--- src/rtl/draw_request_arbiter_pkg.sv ---
// Shared draw-arbiter definitions.
// FSM states and screen defaults reused by the mover/animator FSMs.
package draw_request_arbiter_pkg;

  typedef enum logic [1:0] {
    IDLE  = 2'd0,
    START = 2'd1,
    WAIT  = 2'd2,
    DONE  = 2'd3
  } drw_state_t;

  localparam int DRW_XW      = 9;
  localparam int DRW_YW      = 8;
  localparam int DRW_SPRW    = 3;
  localparam int DRW_TIMEOUT = 50000;
  localparam int DRW_CNTW    = 16;

  // Index width that stays legal for a single requester.
  function automatic int idx_w(input int n);
    return (n > 1) ? $clog2(n) : 1;
  endfunction

endpackage

--- src/rtl/draw_request_arbiter_rr_pick.sv ---
// Combinational round-robin picker.
// Rotates requests to start after i_last, priority-encodes, unrotates.
module draw_request_arbiter_rr_pick
  import draw_request_arbiter_pkg::*;
#(
  parameter int NREQ = 3,
  parameter int IW   = idx_w(NREQ)
) (
  input  logic [NREQ-1:0] i_req,
  input  logic [IW-1:0]   i_last,
  output logic [IW-1:0]   o_winner,
  output logic            o_any_req
);

  logic [NREQ-1:0] w_rot;
  logic [IW-1:0]   w_pos;
  int              w_base;

  // Lowest set bit of the rotated vector is the next in turn.
  always_comb begin
    w_base = int'(i_last) + 1;
    w_rot  = '0;
    for (int j = 0; j < NREQ; j++)
      w_rot[j] = i_req[IW'((w_base + j) % NREQ)];
    w_pos = '0;
    for (int j = NREQ - 1; j >= 0; j--)
      if (w_rot[j])
        w_pos = IW'(j);
    o_winner  = IW'((w_base + int'(w_pos)) % NREQ);
    o_any_req = |i_req;
  end

endmodule

--- src/rtl/draw_request_arbiter.sv ---
// Shares one sprite/background drawer among several FSMs.
// Round-robin grant, latched payload, start/done handshake, watchdog.
module draw_request_arbiter
  import draw_request_arbiter_pkg::*;
#(
  parameter int NREQ    = 3,
  parameter int XW      = DRW_XW,
  parameter int YW      = DRW_YW,
  parameter int SPRW    = DRW_SPRW,
  parameter int TIMEOUT = DRW_TIMEOUT
) (
  input  logic                 clock,
  input  logic                 resetn,
  input  logic [NREQ-1:0]      req,
  input  logic [NREQ*XW-1:0]   req_x,
  input  logic [NREQ*YW-1:0]   req_y,
  input  logic [NREQ*SPRW-1:0] req_spr,
  output logic [NREQ-1:0]      grant,
  output logic [NREQ-1:0]      done,
  output logic                 timeout_err,
  output logic                 drw_start,
  output logic [XW-1:0]        drw_x,
  output logic [YW-1:0]        drw_y,
  output logic [SPRW-1:0]      drw_spr,
  input  logic                 drw_done
);

  localparam int IW = idx_w(NREQ);
  localparam int CW = DRW_CNTW;
  localparam logic [CW-1:0] CNT_LAST = CW'(TIMEOUT - 1);
  localparam logic [IW-1:0] LAST_RST = IW'(NREQ - 1);

  drw_state_t      r_state;
  logic [NREQ-1:0] r_grant;
  logic [NREQ-1:0] r_done;
  logic            r_terr;
  logic            r_start;
  logic [XW-1:0]   r_x;
  logic [YW-1:0]   r_y;
  logic [SPRW-1:0] r_spr;
  logic [IW-1:0]   r_last;
  logic [IW-1:0]   r_win;
  logic [CW-1:0]   r_cnt;

  logic [IW-1:0]   w_winner;
  logic            w_any;
  logic [XW-1:0]   w_x;
  logic [YW-1:0]   w_y;
  logic [SPRW-1:0] w_spr;

  draw_request_arbiter_rr_pick #(
    .NREQ (NREQ),
    .IW   (IW)
  ) u_pick (
    .i_req     (req),
    .i_last    (r_last),
    .o_winner  (w_winner),
    .o_any_req (w_any)
  );

  // Select the candidate winner's payload slice.
  always_comb begin
    w_x   = '0;
    w_y   = '0;
    w_spr = '0;
    for (int i = 0; i < NREQ; i++)
      if (w_winner == IW'(i)) begin
        w_x   = req_x[i*XW +: XW];
        w_y   = req_y[i*YW +: YW];
        w_spr = req_spr[i*SPRW +: SPRW];
      end
  end

  // Arbiter FSM; every output is a register.
  always_ff @(posedge clock) begin
    if (!resetn) begin
      r_state <= IDLE;
      r_grant <= '0;
      r_done  <= '0;
      r_terr  <= 1'b0;
      r_start <= 1'b0;
      r_x     <= '0;
      r_y     <= '0;
      r_spr   <= '0;
      r_last  <= LAST_RST;
      r_win   <= '0;
      r_cnt   <= '0;
    end else begin
      r_start <= 1'b0;
      r_done  <= '0;
      r_terr  <= 1'b0;
      unique case (r_state)
        IDLE: begin
          if (w_any) begin
            r_win   <= w_winner;
            r_grant <= NREQ'(1) << w_winner;
            r_x     <= w_x;
            r_y     <= w_y;
            r_spr   <= w_spr;
            r_start <= 1'b1;
            r_state <= START;
          end
        end
        START: begin
          r_cnt   <= '0;
          r_state <= WAIT;
        end
        WAIT: begin
          if (drw_done) begin
            r_done  <= r_grant;
            r_state <= DONE;
          end else if (r_cnt == CNT_LAST) begin
            r_done  <= r_grant;
            r_terr  <= 1'b1;
            r_state <= DONE;
          end else begin
            r_cnt <= r_cnt + 1'b1;
          end
        end
        DONE: begin
          r_last  <= r_win;
          r_grant <= '0;
          r_state <= IDLE;
        end
        default: r_state <= IDLE;
      endcase
    end
  end

  assign grant       = r_grant;
  assign done        = r_done;
  assign timeout_err = r_terr;
  assign drw_start   = r_start;
  assign drw_x       = r_x;
  assign drw_y       = r_y;
  assign drw_spr     = r_spr;

endmodule

--- config.mk ---
export PLATFORM = sky130hd
export DESIGN_NAME = draw_request_arbiter
export DESIGN_NICKNAME = d
export VERILOG_FILES = /design/src/rtl/draw_request_arbiter_pkg.sv /design/src/rtl/draw_request_arbiter_rr_pick.sv /design/src/rtl/draw_request_arbiter.sv
export SDC_FILE = /design/constraint.sdc
export NUM_CORES = 1
export LEC_CHECK = 0
export ABC_CLOCK_PERIOD_IN_PS = 15150
export CELL_PAD_IN_SITES_DETAIL_PLACEMENT = 0
export CELL_PAD_IN_SITES_GLOBAL_PLACEMENT = 1
export CORE_ASPECT_RATIO = 0.75
export CORE_MARGIN = 2
export CORE_UTILIZATION = 39
export DETAILED_ROUTE_END_ITERATION = 7
export HOLD_SLACK_MARGIN = 0.02
export PLACE_DENSITY_LB_ADDON = 0.1
export REMOVE_ABC_BUFFERS = 1
export SLEW_MARGIN = 20
export SYNTH_ARGS = -nofsm -noshare
export SYNTH_HDL_FRONTEND = slang
export SYNTH_SLANG_ARGS = --single-unit
--- constraint.sdc ---
create_clock -name clock -period 15.15 [get_ports clock]
set_input_delay 2.2725 -clock clock [delete_from_list [all_inputs] [get_ports clock]]
set_output_delay 2.2725 -clock clock [all_outputs]
set_load 0.01 [all_outputs]
== Word level (Yosys, flattened, before mapping) ==
Index checks and enable logic that the tools add are counted.
Widths: inputs -> output; s select.
Operators by class
  $add $sub $neg: 5
  div/mod/pow operators: 4
  order comparisons: 3
  equal/unequal tests: 10
  shifts and indexed selects: 1
  mux-type cells: 34
  bitwise gates (word level): 2
  reduce and logical (&&, ||, !) cells: 12
Operator list (number)
  $mod 32x3->32 const B: 4
  $add 32x2->32 const B: 1
  $add 32x3->32: 1
  $add 32x3->32 const B: 1
  $mux 16: 2
  $pmux 16 s2: 1
  $mux 9: 3
  $mux 8: 3
  $mux 3: 6
  $add 16x1->16 const B: 1
  $eq 16x16->1 const B: 1
  $lt 2x4->1 const B: 3
  $mux 2: 6
  $reduce_and 2->1: 5
  $mux 1: 8
  $pmux 2 s4: 1
  $bmux 1 s2: 3
  $eq 2x2->1 const B: 3
  $pmux 3 s2: 1
  $reduce_or 3->1: 2
  $eq 2x1->1 const B: 2
  $logic_not 2->1: 2
  $ne 2x2->1 const B: 2
  $reduce_bool 2->1: 2
  other kinds (6): 7
Storage, ports and cells
  bits in registers: 50
  input bits: 66
  output and inout port bits: 28
  word-level logic and storage cells: 82

== Depth between registers and ports, before layout ==
  depth in word-level cells: 15
  depth in mapped cells: 25
  depth with buffers taken out: 22

== Modules after synthesis ==
From an unflattened synthesis, not the netlist that was laid out.
Second synthesis, totals
  cell total of the unflattened synthesis: 331
  area, all modules: 2979.1 µm²
Modules (own cells, without submodules)
  draw_request_arbiter: times used 1, cells an instance 278, area each 2547.4 µm², seq. area each 1001.0 µm²
  draw_request_arbiter_rr_pick: times used 1, cells an instance 53, area each 431.7 µm², seq. area each 0.0 µm²

== Worst setup path before layout ==
OpenSTA, ideal clock, no wires.
  kind: input port to flip-flop
  start: in req[1]
  end: reg r_x[1] (netlist: drw_x[1])
  setup time: 0.129 ns
  arrival time: 6.244 ns
  data required time: 15.021 ns
  slack: 8.777 ns
  stages: 21
  path buffers: 3
  cell sequence: nand2b_1 -> or3b_2 -> o21ai_0 -> ha_1 -> fa_1 -> nor2b_1 -> nand2b_1 -> ha_1 -> nand2_1 -> o21ai_0 -> a21oi_2 -> buf_4 -> nor2_1 -> inv_1 -> ha_1 -> clkbuf_1 -> clkbuf_1 -> mux2i_1 -> nor2_1 -> a21oi_1 -> o221ai_2
Between the ends
  cells in the longest elaborated chain, start to end: 12
  elaborated cells between the ends (all ways): 22
  classes of those cells: 1 x add/sub; 1 x div; 2 x eq/ne; 15 x mux; 3 x reduce/logical
Ends and longest elaborated chain
  start: declaration: RTL line draw_request_arbiter.sv:14  | input logic [NREQ-1:0] req,
  $bmux 1 s2: RTL line draw_request_arbiter_rr_pick.sv:24  | w_rot[j] = i_req[IW'((w_base + j) % NREQ)];
  $mux 1 (not written as such) (2 in a row): RTL line draw_request_arbiter_rr_pick.sv:24
  $mux 2 (3 in a row): RTL line draw_request_arbiter_rr_pick.sv:27  | if (w_rot[j])
  $add 32x3->32: RTL line draw_request_arbiter_rr_pick.sv:29  | o_winner = IW'((w_base + int'(w_pos)) % NREQ);
  $mod 32x3->32: RTL line draw_request_arbiter_rr_pick.sv:29
  $logic_not 2->1: RTL line draw_request_arbiter.sv:67  | if (w_winner == IW'(i)) begin
  $mux 9 (3 in a row): RTL line draw_request_arbiter.sv:67
  end signal: assignment: RTL line draw_request_arbiter.sv:97  | r_x <= w_x;
  end: declaration: RTL line draw_request_arbiter.sv:38  | logic [XW-1:0] r_x;
Several ways; a longest one is shown, not always the timed one. The select of a mux whose other input is x is not followed.
A chain may end at the register's enable or synchronous reset.

== Worst setup path after layout ==
  start: in req[2]
  end: reg r_y[2] (netlist: drw_y[2])
Between the ends
  cells in the longest elaborated chain, start to end: 12
  elaborated cells between the ends (all ways): 22
  classes of those cells: 1 x add/sub; 1 x div; 2 x eq/ne; 15 x mux; 3 x reduce/logical
Ends and longest elaborated chain
  $bmux 1 s2: RTL line draw_request_arbiter_rr_pick.sv:24
  $mux 1 (not written as such) (2 in a row): RTL line draw_request_arbiter_rr_pick.sv:24
  $mux 2 (3 in a row): RTL line draw_request_arbiter_rr_pick.sv:27
  $add 32x3->32: RTL line draw_request_arbiter_rr_pick.sv:29
  $mod 32x3->32: RTL line draw_request_arbiter_rr_pick.sv:29
  $logic_not 2->1: RTL line draw_request_arbiter.sv:67
  $mux 8 (3 in a row): RTL line draw_request_arbiter.sv:67
  end signal: assignment: RTL line draw_request_arbiter.sv:98  | r_y <= w_y;
  end: declaration: RTL line draw_request_arbiter.sv:39  | logic [YW-1:0] r_y;
Several ways; a longest one is shown, not always the timed one. The select of a mux whose other input is x is not followed.

==> results.md <==
* Final Hold Fails at 0
* Global-route wire length before repair at 16000 um
* Total met2 wirelength after detailed routing at 4570 um
* Fraction of power consumed by the clock network at 15.3%
* Clock root buffer master: sky130_fd_sc_hd__clkbuf_16
* Number of flops mapped to enable cells by yosys at 0
* Via count of the first global-routing pass at 3311
* Placer congestion estimate at 0.828
* Number of routed nets with antenna violations at 0
* Detailed-routed wire length on met3 at between 400 and 500 um
* Total of cells resized after clock tree synthesis at 0
* Most prevalent standard cell on the critical path: sky130_fd_sc_hd__ha_1
* Aggregate global-route resource usage at 20.0%
* Largest stage delay, worst path at 0.61 ns
* Number of library cell types mapped by synthesis at 59
* Portion of the clock cycle consumed by the worst path in the final layout at approximately half
* Final WL at 9920 um
* Total via count in the routed design at 3394
* Chip Width at 114 um
* Count of boundary I/O pins at 94
* Outcome: completed
* Fraction of registers with async set or reset after synthesis at 0%
* Sw power at 371 uW
* TritonCTS clock tree: done
* Diodes inserted at 0
* Worst relative slew slack at 36.2%
* Worst flop-to-flop path endpoint: drw_y[2]$_SDFFE_PN0P_
* Count of cells along the worst register-to-register path at 20
* Number of setup violations in the final report at 0
* Sum of negative setup slack at 0 ns
* Area growth, synth to finish at 32.4%
* Critical register-to-register path startpoint: r_last[0]$_SDFFE_PN0P_
* Post-layout minimum cycle time at 7.69 ns
* Vert. Die Dim at 86.6 um
* Switching part of the total power at 45.1%
* Path type of the worst setup path: in -> reg
* Number of buffers inserted during clock tree synthesis at 5
* Antenna violations before repair at 0
* Syn Area/Cell at approximately 8.5 um^2
* Worst supply voltage drop on vdd at 0.0805 mV
* Floorplan die area at roughly 0.01 mm^2
* FF-to-FF setup slack at 9.16 ns
* Detailed placement HPWL at 7010 um
* Max-capacitance violation count at 0
* Internal power at 451 uW
* Setup repair after global routing missed its margin: no
* Layout net count at 580
* Sequential area share after synthesis at between 20 and 30%
* Clock-pin transition on the worst setup and hold timing paths at ~0.07 ns
* Worst hold-check slack at 0.455 ns
* Path type of the worst min-delay path: reg -> reg
* Cell count after synthesis at 416
* Top FF cell, synth: sky130_fd_sc_hd__dfxtp_1
* Share of layout cells above drive strength 1 at 8.23%
* Post-synthesis sequential element count at 50
* Hold Crit Endpoint: r_win[1]$_SDFFE_PN0P_
* Highest routed layer: met4
* Largest driver fanout on the critical path at 21
* Count of final max-slew check failures at 0
* Actual transition at the worst max-transition pin at around 0.95 ns
* Cell-by-cell trace of the critical path: clkdlybuf4s50_1, nand2b_1, or3b_2, o21ai_0, ha_1, fa_1, nor2b_1, nand2b_1, ha_1, nand2_1, o21ai_0, a21oi_4, nor2_1, inv_1, ha_1, a311oi_1, o21a_1, nand2_1, o41ai_1
* Arrival time worst endpoint at 7.86 ns
* Remaining global-route overflow at 0
* Met1 Wirelength at a little under 5000 um
* Startpoint of the worst hold path: r_win[1]$_SDFFE_PN0P_
* Netlist Area Pre-Place at 0.00355 mm^2
* Pwr per Cell Area at 175 mW/mm^2
* Fin util at 52.5%
* Worst EP required at 15.33 ns
* Critical Path Slowest Stage Cell: sky130_fd_sc_hd__nand2_1
* Clock sink count at 50
* Core Rows at 30
* Worst Clk Skew at 0.00753 ns
* Setup Fix Bufs, Post-CTS at 0
* Via/cell ratio at 5.56
* H-tree lvl count at 2
* Kind of launch point of the worst setup path: input port
* Number of hold buffers added after cts at 0
* Wire per inst at 16.3 um
* Kind of end point of the critical path: flop
* Std-Cell Core Area at between 0.008 and 0.009 mm^2
* Pin count of the biggest net entering global routing at 46
* Max Root-Sink Buffers at 2
* Cell depth of the worst min-delay path at 2
* 1st-pass router iterations at 4
* Fmax at 130 MHz
* Sequential power share at 20.7%
* Initial standard-cell utilization of the core at around 40%
* Total leakage power at between 0.0015 and 0.002 uW
* Share of total power in combinational logic at 64.0%
* Violation count after the first detailed-route iteration at 183
* Number of input and output port buffers inserted at 93
* Synth warn at 0
* Clock insertion delay at the later pin of the skew report at just under 0.3 ns
* Remaining design rule violation count at 0
metrics by stage:
stage,power (uW),cell area (um^2),std cells,setup WS [ns]
after floorplan,539,3420,393,8.23
after global placement,689,4520,602,7.18
after detailed placement,694,4520,602,6.95
after CTS,824,4690,610,7.24
after global routing,885,4690,610,7.02
final,822,4690,610,7.46
cell families after synthesis:
group	share of synthesized area [%]
muxes	6.77
buffers and inverters	4.94
AOI/OAI and AO/OA	28.7
adders and majority gates	6.21
DFF	28.2
xor gates and xnor gates	3.21
and+or+nand+nor	21.9
layer usage:
metal | GRT usage [%] | vias to the layer above
met4 | 3.88 | 0
li1 | - | 1711
met2 | 34.0 | 67
met3 | 3.08 | 4
met5 | 0 | -
met1 | 27.1 | 1612
synth_stat cells (all sizes together) (2+ instances only):
| master | instances | area share, % |
|---|---|---|
| a211oi | 2 | 0.42 |
| a21oi | 36 | 5.4 |
| a221oi | 14 | 5.2 |
| a2bb2oi | 6 | 1.5 |
| a311oi | 2 | 0.49 |
| a31oi | 2 | 0.35 |
| and2 | 3 | 0.53 |
| and3 | 3 | 0.53 |
| buf | 12 | 2.4 |
| clkbuf | 11 | 1.2 |
| dfxtp | 50 | 28 |
| ha | 16 | 5.6 |
| inv | 13 | 1.4 |
| mux2i | 24 | 6.8 |
| nand2 | 40 | 4.2 |
| nand2b | 5 | 0.88 |
| nand3 | 4 | 0.56 |
| nand4 | 4 | 0.71 |
| nor2 | 59 | 6.2 |
| nor2b | 4 | 0.71 |
| nor3 | 8 | 1.4 |
| nor3b | 6 | 1.3 |
| nor4 | 7 | 1.7 |
| nor4b | 2 | 0.49 |
| o211a | 15 | 4.2 |
| o21a | 3 | 0.64 |
| o21ai | 12 | 1.7 |
| o221ai | 14 | 5.2 |
| o41ai | 5 | 1.2 |
| or3 | 3 | 0.53 |
| or3b | 3 | 0.81 |
| xnor2 | 11 | 2.7 |
| xor2 | 2 | 0.49 |
power groups by stage:
stage,Sequential (uW),Combinational [uW],Clock [uW]
finish,170,526,126
global route,173,577,135
CTS,170,524,130
detailed placement,172,522,0
global placement,173,517,0
floorplan,176,363,0
cells in the final DEF, fill, tap and decap left out, types with 2 or more instances in the layout:
| cell type | Yosys | final |
|---|---|---|
| sky130_fd_sc_hd__clkdlybuf4s50_1 | 0 | 93 |
| sky130_fd_sc_hd__nor2_1 | 59 | 59 |
| sky130_fd_sc_hd__dfxtp_1 | 50 | 50 |
| sky130_fd_sc_hd__nand2_1 | 40 | 40 |
| sky130_fd_sc_hd__a21oi_1 | 33 | 33 |
| sky130_fd_sc_hd__mux2i_1 | 24 | 24 |
| sky130_fd_sc_hd__ha_1 | 16 | 16 |
| sky130_fd_sc_hd__o211a_1 | 15 | 15 |
| sky130_fd_sc_hd__inv_1 | 12 | 12 |
| sky130_fd_sc_hd__o21ai_0 | 11 | 11 |
| sky130_fd_sc_hd__xnor2_1 | 11 | 11 |
| sky130_fd_sc_hd__a221oi_2 | 10 | 10 |
| sky130_fd_sc_hd__o221ai_2 | 10 | 10 |
| sky130_fd_sc_hd__nor3_1 | 7 | 7 |
| sky130_fd_sc_hd__nor3b_1 | 6 | 6 |
| sky130_fd_sc_hd__a2bb2oi_1 | 6 | 6 |
| sky130_fd_sc_hd__nor4_1 | 6 | 6 |
| sky130_fd_sc_hd__nand2b_1 | 5 | 5 |
| sky130_fd_sc_hd__o41ai_1 | 5 | 5 |
| sky130_fd_sc_hd__clkbuf_16 | 0 | 5 |
| sky130_fd_sc_hd__nor2b_1 | 4 | 4 |
| sky130_fd_sc_hd__a221oi_1 | 4 | 4 |
| sky130_fd_sc_hd__o221ai_1 | 4 | 4 |
| sky130_fd_sc_hd__nand4_1 | 4 | 4 |
| sky130_fd_sc_hd__nand3_1 | 4 | 4 |
| sky130_fd_sc_hd__buf_4 | 3 | 4 |
| sky130_fd_sc_hd__o21a_1 | 3 | 3 |
| sky130_fd_sc_hd__and3_1 | 3 | 3 |
| sky130_fd_sc_hd__or3_1 | 3 | 3 |
| sky130_fd_sc_hd__and2_1 | 3 | 3 |
| sky130_fd_sc_hd__a21oi_2 | 3 | 2 |
| sky130_fd_sc_hd__a211oi_1 | 2 | 2 |
| sky130_fd_sc_hd__a31oi_1 | 2 | 2 |
| sky130_fd_sc_hd__or3b_2 | 2 | 2 |
| sky130_fd_sc_hd__a311oi_1 | 2 | 2 |
| sky130_fd_sc_hd__nor4b_1 | 2 | 2 |
| sky130_fd_sc_hd__xor2_1 | 2 | 2 |
worst max-delay path, delay by kind of cell:
family	cells	cell delay, ns
AND/OR/NAND/NOR	7	1.99
AO/OA/AOI/OAI	6	1.91
adder cells (fa/ha/maj)	4	1.03
buffers and inverters	2	0.65
how the worst max path moves through the flow:
stage                       from  depth (start not counted)                    end
after floorplan           req[1]                         18  drw_x[5]$_SDFFE_PN0P_
after global placement    req[2]                         21  drw_y[2]$_SDFFE_PN0P_
final                     req[2]                         19  drw_y[2]$_SDFFE_PN0P_
after detailed placement  req[2]                         20  drw_x[6]$_SDFFE_PN0P_
after global routing      req[2]                         19  drw_y[3]$_SDFFE_PN0P_
after CTS                 req[2]                         20  drw_x[6]$_SDFFE_PN0P_
registers in the layout (all words and copies together), names as in the netlist:
name / flops
grant: 3
done: 3
drw_start: 1
r_cnt: 16
timeout_err: 1
r_last: 2
drw_x: 9
r_state: 2
r_win: 2
drw_spr: 3
drw_y: 8
layout make-up:
type | instances | area [um^2]
Fill cell | 850 | 4240
Multi-Input combinational cell | 330 | 2380
Sequential cell | 50 | 1000
Timing Repair Buffer | 97 | 961
Tap cell | 112 | 140
Clock buffer | 6 | 129
Inverter | 13 | 48.8
Clock inverter | 2 | 37.5
No activity file was read; power rests on OpenSTA's default activity.
